## src/rtl/prbs8_pkg.sv

```systemverilog
// Shared types, segment codes and the LFSR prediction function for the
// PRBS8 loop-back checker.
package prbs8_pkg;

    typedef enum logic {
        HUNT   = 1'b0,
        LOCKED = 1'b1
    } chk_state_t;

    localparam logic [6:0] SEG_BLANK = 7'd127;
    localparam logic [6:0] SEG_L     = 7'd71;

    // Active-low segment patterns for hex digits 0..F.
    localparam logic [6:0] SEG_TABLE [16] = '{
        7'd64, 7'd121, 7'd36, 7'd48, 7'd25, 7'd18, 7'd2,  7'd120,
        7'd0,  7'd16,  7'd8,  7'd3,  7'd70, 7'd33, 7'd6,  7'd14
    };

    // Same next-bit function as the generator, including its escape from all-zero.
    function automatic logic prbs8_pred(input logic [7:0] s);
        return (s[3] ^ s[0]) | (s == 8'd0);
    endfunction

endpackage

```

## src/rtl/seg7_hex.sv

```systemverilog
// Combinational hex digit to active-low seven-segment decoder.
module seg7_hex
    import prbs8_pkg::*;
(
    input  logic [3:0] hex,
    output logic [6:0] seg
);

    assign seg = SEG_TABLE[hex];

endmodule

```

## config.mk

```make
export PLATFORM = sky130hd
export DESIGN_NAME = seg7_hex
export DESIGN_NICKNAME = d
export VERILOG_FILES = /design/src/rtl/prbs8_pkg.sv /design/src/rtl/seg7_hex.sv
export SDC_FILE = /design/constraint.sdc
export NUM_CORES = 1
export LEC_CHECK = 0
export BUFFER_PORTS_ARGS = -buffer_cell sky130_fd_sc_hd__buf_2
export CAP_MARGIN = 30
export CORE_AREA = 2 2 39 41
export DETAILED_ROUTE_END_ITERATION = 8
export DIE_AREA = 0 0 41 43
export PLACE_DENSITY_LB_ADDON = 0.1
export SETUP_SLACK_MARGIN = 0.2
export SYNTH_ARGS = -nofsm -noshare
export SYNTH_HDL_FRONTEND = slang
export SYNTH_SLANG_ARGS = --single-unit
```

## constraint.sdc

```tcl
create_clock -name vclk -period 2.7
set_clock_uncertainty 0.15 [all_clocks]
set_input_delay 0.81 -clock vclk [all_inputs]
set_output_delay 0.81 -clock vclk [all_outputs]
set_load 0.05 [all_outputs]
```

After elaboration in Yosys (flattened, before gate mapping). Memories as Yosys holds them, arrays and structs flattened. Cells that the tools add are included.

Memories kept: 1. Input port bits: 4. Output and inout port bits: 7. Word-level logic and storage cells: 5. ROM bits: 112. Flip-flop bits (word level): 0.

Memory list: (name not given) (words 16, width 7, read ports 1, clocked after Yosys merged registers in 0, write ports 0, line seg7_hex.sv:9) `assign seg = SEG_TABLE[hex];`.

Mux-type cells: 2. Order comparisons: 1. Bitwise gates (word level): 1.

Operators with widths (number): $mux W7 (2); $ge A5 B5 Y1 const B (1); $not A4 Y5 (1).

Longest topological paths before layout. Gate-level depths: netlist of run 1.

Word-level depth: 4. Depth in mapped cells: 5. Mapped depth without buffers: 5.

Worst setup path after synthesis of run 1. No wires, ideal clock.

Path type: input -> output. Start: in hex[1]. End: out seg[0]. Cell stages on the path: 4. Path slack: -0.501 ns. Data arrival time: 2.241 ns. Path through: inv_1 > ha_1 > mux2i_1 > o21ai_0.

Longest elaborated chain between the ends: 4.

RTL lines: start: declaration (line seg7_hex.sv:5) `input logic [3:0] hex,`; $not A4 Y5 (not written as such) (line seg7_hex.sv:9); $mem_v2 Z16 W7; $mux W7 (not written as such) (2 in series) (line seg7_hex.sv:9); end: declaration (line seg7_hex.sv:6) `output logic [6:0] seg`.

No other way between the ends. The select of a mux whose other input is x is not followed.

Worst setup path in the final report of run 1.
Start: in hex[0]. End: out seg[3].

The elaborated chain is that of the path after synthesis.

==> results of run 1 <==
[cells in the mapped netlist]
master | n | area, sq um
nor2_1 | 5 | 18.8
and2b_2 | 1 | 8.76
or3b_1 | 1 | 8.76
mux4_1 | 1 | 26.3
a22o_1 | 2 | 17.5
mux2_2 | 1 | 11.3
buf_6 | 1 | 11.3
mux2i_1 | 4 | 40.0
a32o_1 | 1 | 10.0
a21oi_1 | 1 | 5.00
buf_2 | 1 | 5.00
ha_1 | 7 | 87.6
inv_1 | 3 | 11.3
nand2_1 | 1 | 3.75
o21ai_0 | 2 | 10.0
[report_power, final]
part           switching (mW)  internal, mW  total, mW  leakage [nW]
clock network               0             0          0             0
logic                  0.0770        0.0745      0.151         0.322
registers                   0             0          0             0
total                  0.0770        0.0745      0.151         0.322
[routing by layer]
metal | vias to the layer above | wire length, microns
met4 | 0 | 0
met2 | 5 | 467
met5 | - | 0
met1 | 141 | 325
met3 | 0 | 9
li1 | 165 | -
[cells by family (layout without fill, tap and decap cells)]
family	count (synthesis)	in the layout	share of synthesized area, %
and+or+nand+nor	8	8	14.5
adders and majority gates	7	7	31.8
AOI/OAI and AO/OA	6	6	15.5
muxes	6	6	28.2
buffers and inverters	5	32	10.0
[layout make-up]
cell class | instances | area (sq um) | area share, %
multi-input cells | 27 | 340 | 49.2
repair buffers | 29 | 292 | 42.1
inverters | 3 | 40.0 | 5.79
well taps | 16 | 20.0 | 2.89
[worst max-delay path: stages]
cell and delay [ns]:
buf_12 0.09, buf_12 0.10, inv_12 0.03, ha_4 0.24
inv_2 0.03, mux4_2 0.46, buf_8 0.17
[repair_timing]
item	4_1_cts	5_1_grt
gates resized for setup	31	2
buffers inserted	6	0
pin swaps	6	2
endpoints found under the setup margin	7	7
[how the worst max path moves through the flow]
| stage | from | endpoint |
|---|---|---|
| 2_1_floorplan | hex[1] | seg[0] |
| 3_3_place_gp | hex[1] | seg[0] |
| 3_5_place_dp | hex[0] | seg[3] |
| 4_1_cts | hex[0] | seg[3] |
| 5_1_grt | hex[0] | seg[3] |
| 6_report | hex[0] | seg[3] |
==> flow_summary.yaml, run 1 <==
layout:
  mostFrequentLayoutCells: "15 x buf_4, 7 x buf_6, 5 x nor2_1"
  final_util_pct: 50.0
  fill_cells: 134
  register_area_sq_um: 0
  design_area_sq_um: 692
  numSequentialCells: 0
  drive_gt1_share_pct: 81.4
  diodes: 0
  final_common_cell: "buf_4"
  stdcell_count: 75
  syn_to_final_growth_pct: 151
  clock_buffers: 0
  finalNetCount: 72
logic_synthesis:
  syn_area_per_cell_sq_um: 8.60
  ys_types: 15
  synthesis.nets: 43
  netlist_instances: 32
  synth_area_sq_um: 275
  ys_warn_count: 0
  yosysSeqAreaShare_pct: 0
drt:
  num_vias: 311
  routedWlPerCell_microns: 10.7
  drt_first_pass_iters: 1
  drc_errors: 0
  drt-total-wl_microns: 802
  viasPerCell: 4.15
  ant_nets: 0
  drt-initial-drc-count: 0
floorplanning:
  io_pins: 11
  fp.dieH_microns: 43
  die_area_sq_mm: 0.00176
  design.core.area_sq_mm: 0.00138
  die-width_microns: 41
  initial_core_util_pct: 19.9
  rows: 14
timing:
  worstMarginPinSlew_ns: 0.260
  fin_crit_sh_pct: 108
  drv_slew: 0
  max_freq_ghz: 0.344
  finalSetupViolCount: 6
  finalHoldViolations: 0
  fin_crit_ns: 2.90
  relSlewSlack_pct: 82.2
  whs_ns: 1.92
  worst_slack_ns: -0.204
  grt_setup_unrepaired: "yes"
  final.setup.tns_ns: -0.825
power:
  powerDensity_mw_per_mm2: 219
  ir_drop_mv: 0.0815
  p_total_uw: 151
  cellLeakagePower_nw: 0.322
global_route:
  grt_pass1_wl_microns: 1210
  grt_use_total_pct: 9.32
  antenna_found_initial: 0
  grt_use_met2_pct: 18.4
  grt_overflow: 0
  grt.busiest_layer: "met2"
  grt_pass1_vias: 329
  grt_max_degree: 6
  grtUsageMet1_pct: 10.9
  gr-usage-met3_pct: 0
min_path:
  holdPathEnd: "seg[5]"
  hold_depth: 4
  hold_start: "hex[2]"
  hold_path_class: "primary input to output pin"
status:
  violations: "negative setup slack"
  status: "complete, but fails checks"
worst_setup_path:
  crit_required_ns: 1.74
  critPathArrivalTime_ns: 1.94
  worstPathMaxFanout: 4
  critPathKind: "primary input to output pin"
  cp-start-kind: "primary input"
  endpoint_kind: "output pin"
placed_design:
  post-place-ws_ns: -0.368
  placed_cell_area_sq_um: 519
  placed_cells: 69
  port_buffers: 11
  gp_congestion: 0.716
  hpwl_microns: 663
flow_run:
  drv_cap: 0
clock_tree:
  cts_hold_buf: 0
(Power assumes the default switching activity.)
==> inputs of run 2 (changes only) <==
==> constraint.sdc (replaced) <==
create_clock -name vclk -period 2.7
set_clock_uncertainty 0.15 [all_clocks]
set_input_delay 0.54 -clock vclk [all_inputs]
set_output_delay 0.54 -clock vclk [all_outputs]
set_load 0.05 [all_outputs]
==> flow_summary.yaml, run 2 (same netlist as run 1, synthesis figures left out) <==
worst_setup_path:
  crit_path_top_delay_cell: "mux4_2"
  crit_required_ns: 2.01
  path_cells: "buf_6 > inv_4 > buf_4 > ha_1 > inv_1 > mux4_2 > buf_8"
  critPathKind: "primary input to output pin"
  worst-path-buf-inv: 5
  cp-start-kind: "primary input"
  critPathArrivalTime_ns: 1.75
  critical-path-top-delay-family: "buffers and inverters"
  worstPathMaxFanout: 5
  cp_slowest_stage_delay_ns: 0.47
  endpoint_kind: "output pin"
drt:
  viasPerCell: 4.28
  drt-initial-drc-count: 0
  routedWlPerCell_microns: 9.30
  ant_nets: 0
  num_vias: 257
  drt-total-wl_microns: 558
  drt_first_pass_iters: 1
  drc_errors: 0
placed_design:
  hpwl_microns: 443
  gp_congestion: 0.656
  post-place-ws_ns: 0.0980
  port_buffers: 11
floorplanning:
  fp.dieH_microns: 43
  design.core.area_sq_mm: 0.00138
  die_area_sq_mm: 0.00176
  die-width_microns: 41
  initial_core_util_pct: 19.9
  rows: 14
  io_pins: 11
global_route:
  antenna_found_initial: 0
  grt_overflow: 0
  grt_use_total_pct: 6.91
  grt_pass1_vias: 215
  grt_max_degree: 13
  grt_pass1_wl_microns: 910
power:
  ir_drop_mv: 0.0706
  cellLeakagePower_nw: 0.207
  powerDensity_mw_per_mm2: 237
timing:
  finalSetupViolCount: 0
  fin_crit_ns: 2.44
  worstMarginPinSlew_ns: 0.252
  finalHoldViolations: 0
  drv_slew: 0
  relSlewSlack_pct: 83.2
  final.setup.tns_ns: 0
  worst_slack_ns: 0.255
  max_freq_ghz: 0.409
  grt_setup_unrepaired: "no"
  fin_crit_sh_pct: 90.5
flow_run:
  drv_cap: 0
layout:
  register_area_sq_um: 0
  drive_gt1_share_pct: 50.0
  final_common_cell: "buf_2"
  finalNetCount: 57
  fill_cells: 151
  numSequentialCells: 0
  syn_to_final_growth_pct: 45.0
  multi_input_area_sq_um: 263
  clock_buffers: 0
  diodes: 0
  mostFrequentLayoutCells: "7 x buf_2, 6 x ha_1, 5 x nor2_1, 4 x mux2i_1, 3 x buf_4"
status:
  status: "complete, no violations"
min_path:
  hold_depth: 3
  hold_path_class: "primary input to output pin"
  holdPathEnd: "seg[0]"
  hold_start: "hex[2]"
## run 2: cell count changes in the layout (fill, tap and decap cells not counted), sizes merged
cell and delta:
clkbuf +1, buf -16
## run 2: through the flow
step / power [mW] / hold slack (ns) / util [%] / instances / area (sq um)
after floorplan: 0.0643 / 1.30 / - / 32 / 275
after global placement: 0.0812 / 1.40 / 24.7 / 58 / 342
after detailed placement: 0.0812 / 1.40 / 24.7 / 58 / 342
after CTS: 0.0855 / 1.40 / 25.0 / 58 / 347
after global routing: 0.102 / 1.39 / 28.8 / 60 / 399
final: 0.0944 / 1.36 / 28.8 / 60 / 399
## run 2: layer usage
| layer | vias to the layer above | part of all wire [%] | track usage [%] |
|---|---|---|---|
| li1 | 137 | - | - |
| met1 | 113 | 47 | 10.5 |
| met2 | 7 | 45 | 11.3 |
| met3 | 0 | 7.9 | 0 |
| met4 | 0 | 0 | 0 |
| met5 | - | 0 | 0 |
## run 2: how the worst max path moves through the flow
stage	slack, ns	to	depth (start not counted)	start
after floorplan	0.13	seg[0]	5	hex[1]
after global placement	0.09	seg[0]	7	hex[1]
after detailed placement	0.1	seg[0]	7	hex[1]
after CTS	0.19	seg[0]	7	hex[1]
after global routing	0.22	seg[3]	7	hex[1]
final	0.26	seg[3]	7	hex[1]
## run 2: where the power goes
group          internal (mW)  switching [mW]  leakage (nW)
Sequential                 0               0             0
Clock                      0               0             0
Combinational         0.0347          0.0597         0.207
Total                 0.0347          0.0597         0.207
## run 2: cell type report
| cell class | instances | area share [%] |
|---|---|---|
| multi-input combinational | 27 | 65.8 |
| tap | 16 | 5.02 |
| timing repair buffer | 14 | 25.7 |
| inverter | 3 | 3.45 |
## run 2: what timing repair did
action,CTS,global route
endpoints found under the setup margin,2,3
pin swaps,0,0
cloned,0,0
resized for setup,5,12
hold buffers,0,0
setup buffers,0,2
